## src/rtl/cache_req_driver.sv

```systemverilog
// Initiator-side sequencer for the partitioned PLRU cacheline: buffers host commands,
// issues one os/user request at a time, returns per-access responses and keeps statistics.
module cache_req_driver #(
    parameter int unsigned ADDR_WIDTH = 8,
    parameter int unsigned NUM_WAYS   = 8,
    parameter int unsigned FIFO_DEPTH = 4,
    parameter int unsigned CNT_WIDTH  = 16
) (
    input  logic                  clk,
    input  logic                  reset,
    input  logic                  cmd_valid,
    output logic                  cmd_ready,
    input  logic                  cmd_is_os,
    input  logic [NUM_WAYS-1:0]   cmd_hitmap,
    input  logic [ADDR_WIDTH-1:0] cmd_addr,
    output logic                  os_req,
    output logic [NUM_WAYS-1:0]   hitmap,
    output logic                  user_req,
    output logic [ADDR_WIDTH-1:0] addr,
    input  logic                  hit,
    output logic                  rsp_valid,
    output logic                  rsp_hit,
    output logic                  rsp_err,
    output logic [NUM_WAYS-1:0]   cur_hitmap,
    output logic [CNT_WIDTH-1:0]  hit_cnt,
    output logic [CNT_WIDTH-1:0]  miss_cnt,
    output logic [CNT_WIDTH-1:0]  switch_cnt,
    output logic                  busy
);

    localparam int unsigned PTR_W = $clog2(FIFO_DEPTH);
    localparam int unsigned OCC_W = $clog2(FIFO_DEPTH + 1);

    typedef struct packed {
        logic                  is_os;
        logic [NUM_WAYS-1:0]   hitmap;
        logic [ADDR_WIDTH-1:0] addr;
    } cmd_t;

    typedef enum logic [1:0] {
        IDLE    = 2'd0,
        ISSUE   = 2'd1,
        CAPTURE = 2'd2
    } state_t;

    state_t state, state_d;

    cmd_t                  mem [FIFO_DEPTH];
    logic [PTR_W-1:0]      wr_ptr, rd_ptr;
    logic [OCC_W-1:0]      occ, occ_d;

    logic                  cur_is_os, cur_is_os_d;
    logic                  cur_drop, cur_drop_d;

    logic                  push_c, load_c, empty_c, cap_c, count_c;
    cmd_t                  head_c;

    logic                  cmd_ready_d, busy_d;
    logic                  os_req_d, user_req_d;
    logic [NUM_WAYS-1:0]   hitmap_d, cur_hitmap_d;
    logic [ADDR_WIDTH-1:0] addr_d;
    logic                  rsp_valid_d, rsp_hit_d, rsp_err_d;
    logic [CNT_WIDTH-1:0]  hit_cnt_d, miss_cnt_d, switch_cnt_d;

    function automatic logic [CNT_WIDTH-1:0] sat_inc(input logic [CNT_WIDTH-1:0] v);
        return (v == {CNT_WIDTH{1'b1}}) ? v : v + CNT_WIDTH'(1);
    endfunction

    assign push_c  = cmd_valid && cmd_ready;
    assign empty_c = (occ == '0);
    assign head_c  = mem[rd_ptr];

    // Command storage; contents are only meaningful between push and pop.
    always_ff @(posedge clk) begin
        if (push_c) begin
            mem[wr_ptr] <= cmd_t'{is_os: cmd_is_os, hitmap: cmd_hitmap, addr: cmd_addr};
        end
    end

    // Next-state and registered-output decode.
    always_comb begin
        state_d      = state;
        load_c       = 1'b0;
        occ_d        = occ;
        cur_is_os_d  = cur_is_os;
        cur_drop_d   = cur_drop;
        os_req_d     = 1'b0;
        user_req_d   = 1'b0;
        hitmap_d     = '0;
        addr_d       = '0;
        cur_hitmap_d = cur_hitmap;
        rsp_valid_d  = 1'b0;
        rsp_hit_d    = 1'b0;
        rsp_err_d    = 1'b0;
        hit_cnt_d    = hit_cnt;
        miss_cnt_d   = miss_cnt;
        switch_cnt_d = switch_cnt;
        cap_c        = 1'b0;
        count_c      = 1'b0;

        case (state)
            IDLE: begin
                if (!empty_c) begin
                    load_c  = 1'b1;
                    state_d = ISSUE;
                end
            end
            ISSUE: begin
                if (!cur_is_os) begin
                    state_d = CAPTURE;
                end else if (!empty_c) begin
                    load_c = 1'b1;
                end else begin
                    state_d = IDLE;
                end
            end
            CAPTURE: begin
                cap_c = 1'b1;
                if (!empty_c) begin
                    load_c  = 1'b1;
                    state_d = ISSUE;
                end else begin
                    state_d = IDLE;
                end
            end
            default: state_d = IDLE;
        endcase

        // A popped head becomes the request pulse visible during the following cycle.
        if (load_c) begin
            cur_is_os_d = head_c.is_os;
            cur_drop_d  = !head_c.is_os && (cur_hitmap == '0);
            if (head_c.is_os) begin
                os_req_d     = 1'b1;
                hitmap_d     = head_c.hitmap;
                cur_hitmap_d = head_c.hitmap;
                switch_cnt_d = sat_inc(switch_cnt);
            end else if (cur_hitmap != '0) begin
                user_req_d = 1'b1;
                addr_d     = head_c.addr;
            end
        end

        if (cap_c) begin
            rsp_valid_d = 1'b1;
            rsp_err_d   = cur_drop;
            rsp_hit_d   = !cur_drop && hit;
            count_c     = !cur_drop;
        end
        if (count_c) begin
            if (hit) hit_cnt_d  = sat_inc(hit_cnt);
            else     miss_cnt_d = sat_inc(miss_cnt);
        end

        case ({push_c, load_c})
            2'b10:   occ_d = occ + OCC_W'(1);
            2'b01:   occ_d = occ - OCC_W'(1);
            default: occ_d = occ;
        endcase

        cmd_ready_d = (occ_d != OCC_W'(FIFO_DEPTH));
        busy_d      = (occ_d != '0) || (state_d != IDLE);
    end

    // State, pointers and all outputs.
    always_ff @(posedge clk or negedge reset) begin
        if (!reset) begin
            state      <= IDLE;
            wr_ptr     <= '0;
            rd_ptr     <= '0;
            occ        <= '0;
            cur_is_os  <= 1'b0;
            cur_drop   <= 1'b0;
            cmd_ready  <= 1'b0;
            busy       <= 1'b0;
            os_req     <= 1'b0;
            hitmap     <= '0;
            user_req   <= 1'b0;
            addr       <= '0;
            rsp_valid  <= 1'b0;
            rsp_hit    <= 1'b0;
            rsp_err    <= 1'b0;
            cur_hitmap <= '0;
            hit_cnt    <= '0;
            miss_cnt   <= '0;
            switch_cnt <= '0;
        end else begin
            state      <= state_d;
            if (push_c) wr_ptr <= wr_ptr + PTR_W'(1);
            if (load_c) rd_ptr <= rd_ptr + PTR_W'(1);
            occ        <= occ_d;
            cur_is_os  <= cur_is_os_d;
            cur_drop   <= cur_drop_d;
            cmd_ready  <= cmd_ready_d;
            busy       <= busy_d;
            os_req     <= os_req_d;
            hitmap     <= hitmap_d;
            user_req   <= user_req_d;
            addr       <= addr_d;
            rsp_valid  <= rsp_valid_d;
            rsp_hit    <= rsp_hit_d;
            rsp_err    <= rsp_err_d;
            cur_hitmap <= cur_hitmap_d;
            hit_cnt    <= hit_cnt_d;
            miss_cnt   <= miss_cnt_d;
            switch_cnt <= switch_cnt_d;
        end
    end

endmodule
```

## config.mk

```make
export PLATFORM = sky130hd
export DESIGN_NAME = cache_req_driver
export DESIGN_NICKNAME = d
export VERILOG_FILES = /design/src/rtl/cache_req_driver.sv
export SDC_FILE = /design/constraint.sdc
export NUM_CORES = 1
export LEC_CHECK = 0
export CAP_MARGIN = 20
export CORE_ASPECT_RATIO = 0.6
export CORE_UTILIZATION = 54
export DETAILED_ROUTE_END_ITERATION = 6
export HOLD_SLACK_MARGIN = 0.15
export PLACE_DENSITY = 0.88
export SYNTH_ARGS = -nofsm -noshare
export SYNTH_HDL_FRONTEND = slang
export SYNTH_SLANG_ARGS = --single-unit
```

## constraint.sdc

```tcl
create_clock -name clk -period 2.9 [get_ports clk]
set_clock_uncertainty 0.05 [all_clocks]
set_input_delay 0.87 -clock clk [delete_from_list [all_inputs] [get_ports clk]]
set_output_delay 0.87 -clock clk [all_outputs]
set_load 0.005 [all_outputs]
```

# Word level (Yosys, flattened, before mapping)
# Memory sizes are Yosys's and may differ from the RTL's.
# Cells that the tools add are included.
word_totals:
  in_bits: 21
  elab_cells: 82
  mem_count: 1
  output_inout_bits: 79
  regBits: 90
  rom_bits: 0
  mem_bits_rw: 68
  latch_bits: 0
op_classes:
  div: 0
  muxes: 26
  shifts: 0
  multipliers: 0
  eq_ne: 8
  bitwise_logic: 4
  n_addsub: 7
  n_reduce_logical: 17
  order_cmp: 0
mem_list:
  columns: ["name", "words", "width", "rd", "rd_clocked_by_memory_dff", "wr", "line", "rtl"]
  rows:
  - ["mem", 4, 17, 1, 0, 1, "48", "cmd_t mem [FIFO_DEPTH];"]
op_table:
  columns: ["operator", "n"]
  rows:
  - ["adder 16 x 1 -> 16 bit (second input constant)", 3]
  - ["== test 16 bit (second input constant)", 3]
  - ["two-way mux 8 bit", 5]
  - ["two-way mux 1 bit", 15]
  - ["AND reduction 3 bit", 3]
  - ["zero test 8 bit", 1]
  - ["nonzero test 8 bit", 1]
  - ["two-way mux 2 bit", 3]
  - ["one-hot mux 2 bit (3 select lines)", 1]
  - ["one-hot mux 3 bit (2 select lines)", 1]
  - ["adder 2 x 1 -> 2 bit (second input constant)", 2]
  - ["== test 2 x 1 -> 1 bit (second input constant)", 2]
  - ["== test 2 bit (second input constant)", 2]
  - ["NOT 1 bit", 4]
  - ["adder 3 x 1 -> 3 bit (second input constant)", 1]
  - ["logical AND 1 bit", 3]
  - ["zero test 3 bit", 1]
  - ["inequality test 3 bit (second input constant)", 1]
  - ["nonzero test 3 bit", 1]
  - ["subtractor 3 x 1 -> 3 bit (second input constant)", 1]
  - ["zero test 1 bit", 2]
  - ["zero test 2 bit", 1]
  - ["one-hot mux 1 bit (2 select lines)", 1]
  - ["AND reduction 2 bit", 1]
  - ["other kinds (3)", 3]

# Depth between registers and ports, before layout
logic_depth:
  depth_word: 8
  depth_mapped: 10
  ltp_nobuf: 10

# Worst setup path after synthesis
# Ideal clock, no wire load.
synth_path:
  kind: "input port to flip-flop"
  startpoint: "input port cmd_valid"
  endpoint: "register busy"
  setup_slack_ns: 0.356
  path_buffers: 0
  path_stages: 8
  setup_ns: 0.139
  arrival_time_ns: 2.356
  t_required_ns: 2.711
  cell_sequence: "nand2_1 > ha_1 > inv_1 > fa_1 > xor2_1 > nor2_1 > xor2_1 > or4b_1"
synth_via:
  elab_chain_cells: 5
  word_cells_on_any_way: 6
  cone_classes: "eq/ne (2); mux (1); reduce/logical (3)"
synth_lines:
  columns: ["element", "line", "rtl"]
  rows:
  - ["start: declaration", "11", "input logic cmd_valid,"]
  - ["logical AND 1 bit (*)", "69", "assign push_c = cmd_valid && cmd_ready;"]
  - ["== test 2 x 1 -> 1 bit / == test 2 bit (equally long branches)", "155", "case ({push_c, load_c})"]
  - ["one-hot mux 3 bit (2 select lines) (*)", "155", null]
  - ["via occ_d[2]", "50", "logic [OCC_W-1:0] occ, occ_d;"]
  - ["nonzero test 3 bit (*)", "162", "busy_d = (occ_d != '0) || (state_d != IDLE);"]
  - ["logical OR 1 bit (*)", "162", null]
  - ["via busy_d", "58", "logic cmd_ready_d, busy_d;"]
  - ["end signal: assignment", "195", "busy <= busy_d;"]
  - ["end: declaration", "28", "output logic busy"]
# The timed path passes the listed nets; every way through them passes the cells marked *.
# A chain may end at the register's enable or synchronous reset.

# Worst setup path in the final report
layout_path:
  startpoint: "register occ[0]"
  endpoint: "register busy"
layout_via:
  elab_chain_cells: 8
  word_cells_on_any_way: 17
  cone_classes: "add/sub (2); eq/ne (2); mux (9); reduce/logical (4)"
layout_lines:
  columns: ["element", "line", "rtl"]
  rows:
  - ["start: declaration", "50", null]
  - ["start signal: assignment", "171", "occ <= '0;"]
  - ["start signal: assignment", "191", "occ <= occ_d;"]
  - ["zero test 3 bit (*)", "70", "assign empty_c = (occ == '0);"]
  - ["two-way mux 1 bit (*)", "103, 111, 119", null]
  - ["two-way mux 1 bit", "109", "if (!cur_is_os) begin"]
  - ["one-hot mux 1 bit (2 select lines) (*)", "101", "case (state)"]
  - ["via load_c", "55", "logic push_c, load_c, empty_c, cap_c, count_c;"]
  - ["== test 2 x 1 -> 1 bit / == test 2 bit (equally long branches)", "155", null]
  - ["one-hot mux 3 bit (2 select lines) (*)", "155", null]
  - ["via occ_d[2]", "50", null]
  - ["nonzero test 3 bit (*)", "162", null]
  - ["logical OR 1 bit (*)", "162", null]
  - ["via busy_d", "58", null]
# Marks and branches as above.

==> results_dict.tcl <==
set metrics [dict create \
    yosysSeqAreaShare_pct 66.7 \
    syn_inst 427 \
    power.total_mw 7.62 \
    clk_pin_slew_ps 60 \
    synth_nets 457 \
    grt_pass1_vias 4096 \
    cts_setup_buffers 0 \
    period_share_pct 92.8 \
    drive_gt1_share_pct 13.9 \
    place_area_um2 7690 \
    grt_use_met3_pct 7.35 \
    rr_startpoint "occ[0]$_DFF_PN0_" \
    final_nets 580 \
    grt_pass1_wl_um 21700 \
    max_slew_margin_pct 48.7 \
    diodes 0 \
    crit_type "flop to flop" \
    met1_usage_pct 34.5 \
    drt_iter0_markers 271 \
    p_clk_share_pct 28.1 \
    fin_area_um2 8260 \
    max_freq_mhz 371 \
    hpwlAfterDp_um 8740 \
    dr_total_vias 4021 \
    p_seq_share_pct 42.1 \
    combPwrFrac_pct 29.8 \
    rows 30 \
    cpMaxStageDelayCell "or4b_1" \
    async_flop_share_pct 57.0 \
    cts_max_level 4 \
    intPower_mw 5.22 \
    setup_violations 0 \
    mostFrequentLayoutCell "clkdlybuf4s50_1" \
    post_cts_resized 0 \
    ctsHoldBuffers 0 \
    irDropWorstVdd_uv 628 \
    finalMaxSlewViolations 0 \
    worst_slew_pin_slew_ps 766 \
    wl_um 13500 \
    start_util_pct 56.2 \
    grt_antenna_before_repair 0 \
    ioPinCount 100 \
    swShare_pct 31.5 \
    status "finished, final reports clean" \
    finalWeightedCongestion 0.923 \
    critPathCaptureType "flop" \
    use_met2_pct 35.0 \
    drc 0 \
    ys_warn_count 0 \
    fin_crit_ps 2690 \
    r2r_cells 10 \
    grt_max_degree 44 \
    clk_latency_ps 430 \
    place_ws_ps -156 \
    critPathTopFamily "simple AND/OR/NAND/NOR gates" \
    crit_required_ps 3140 \
    overflow 0 \
    hp-class "input pin to asynchronous set/reset pin" \
    top_usage_layer "met2" \
    clock_path_buffers 2 \
    port_buffers 99 \
    fin_ws_ps 208 \
    mostFrequentLayoutCells "clkdlybuf4s50_1, dfrtp_1, edfxtp_1" \
    syn_area_um2 6440 \
    rsz0062_at_grt "false" \
    area_growth_pct 28.3 \
    powerDensity_nw_per_um2 922 \
    cts_tree "yes" \
    die_x_um 143 \
    arrival_ps 2930 \
    wire_per_inst_um 18.6 \
    syn_avg_cell_area_um2 15.1 \
    p_leak_nw 3.41 \
    crit_cells 10 \
    clock_sinks 158 \
    root_buffer "clkbuf_16" \
    design.core.area_um2 11400 \
    switching_power_mw 2.40 \
    die-area_um2 12400 \
    cp_max_fo 6 \
    cap_viol_max_count 0 \
    die_y_um 86.6 \
    grt_util_all_layers_pct 24.1 \
    drtPass1Iterations 4 \
    path_cells "or3_1, o21ai_2, inv_1, ha_1, inv_1, fa_1, xor2_1, nor2_1, xor2_1, or4b_1" \
    yosysUniqueCellTypes 47 \
    drt-vias-per-instance 5.56 \
    slowest_delay_ps 470 \
    utilization_pct 72.1 \
    crit_buf_inv 2 \
    fillerInstances 756 \
    hold_viol_final 0 \
    ys_seq_elements 158 \
    ant_nets 0 \
    hold_slack_ps 299 \
    synthFlopType "dfrtp_1" \
    cts-buffers-inserted 17 \
    worstSetupStartpointType "flop" \
    startpoint "occ[0]$_DFF_PN0_" \
    synth_edf_count 68 \
]
cells in the mapped netlist (2+ instances only):
master	instances	area, µm²
dfrtp_1	90	2250
clkbuf_1	3	11.3
and4_1	6	52.6
a21oi_1	5	25.0
a41oi_1	2	17.5
nand3b_1	2	15.0
nor4b_1	2	17.5
nand3_1	19	95.1
nor4_2	3	37.5
mux2_2	4	45.0
o211ai_1	5	37.5
and2_1	11	68.8
nor2b_1	10	62.6
buf_2	3	15.0
and3_1	15	93.8
nor4_1	7	43.8
nor3b_1	2	15.0
buf_6	3	33.8
a211oi_1	2	15.0
a21o_1	8	60.1
nand2_1	24	90.1
ha_1	8	100
xor2_1	25	219
inv_1	13	48.8
edfxtp_1	68	2040
xnor2_1	22	193
nand4_1	9	56.3
mux4_2	17	383
o31ai_1	3	22.5
nor3_1	10	50.1
nor2_1	10	37.5
worst register-to-register path: stages, from the launching register on:
cell     delay (ps)
dfrtp_1         420
or3_1           440
o21ai_2         160
inv_1           150
ha_1            230
inv_1            80
fa_1            180
xor2_1          160
nor2_1           80
xor2_1          150
or4b_1          470
area by class of cell:
type	instances	area [µm²]	share of cell area [%]
clock buffers	20	468	5.67
well taps	160	200	2.42
multi-input cells	245	2030	24.5
repair buffers	114	1110	13.5
clock inverters	12	101	1.23
inverters	14	52.6	0.636
flip-flops and latches	158	4290	52.0
per-stage QoR:
step | TNS, ps | cells
floorplan | 0 | 427
global placement | -70.4 | 691
detailed placement | -156 | 691
CTS | 0 | 723
global route | 0 | 723
finish | 0 | 723
sequential cells by signal (all words and copies together), names as in the netlist, 3 cells and up:
| name | cells |
|---|---|
| addr | 8 |
| mem | 68 |
| cur_hitmap | 8 |
| switch_cnt | 16 |
| hitmap | 8 |
| hit_cnt | 16 |
| miss_cnt | 16 |
| occ | 3 |
power groups by stage:
| stage | Combinational [mW] | Clock, mW | Sequential [mW] |
|---|---|---|---|
| 5_1_grt | 2.47 | 2.27 | 3.25 |
| 4_1_cts | 2.29 | 2.16 | 3.21 |
| 2_1_floorplan | 1.32 | 0 | 3.16 |
| 3_3_place_gp | 2.14 | 0 | 3.19 |
| 3_5_place_dp | 2.23 | 0 | 3.23 |
| 6_report | 2.27 | 2.14 | 3.21 |
kinds of logic after synthesis:
kind of cell,after synthesis,synth area share (%)
buffers and inverters,24,1.81
XOR/XNOR,47,6.39
multiplexers,23,6.98
adder cells (fa/ha/maj),9,1.87
AO/OA/AOI/OAI,29,3.40
flip-flops,158,66.7
AND/OR/NAND/NOR,137,12.8
final timing paths:
kind	endpoint	slack, ps
hold reg to reg	state[1]$_DFF_PN0_	420
max in group asynchronous	cur_is_os$_DFFE_PN0P_	1840
setup reg to reg	busy$_DFF_PN0_	210
min in group clk	state[1]$_DFF_PN0_	420
hold / removal	miss_cnt[8]$_DFFE_PN0P_	300
setup / recovery	busy$_DFF_PN0_	210
routing by layer:
metal,vias to the layer above,part of all wire [%]
met5,-,0
met4,0,1.6
met3,20,7.8
met2,166,46
met1,2006,45
li1,1829,-
Note: power is estimated with default switching activity, not from simulation.
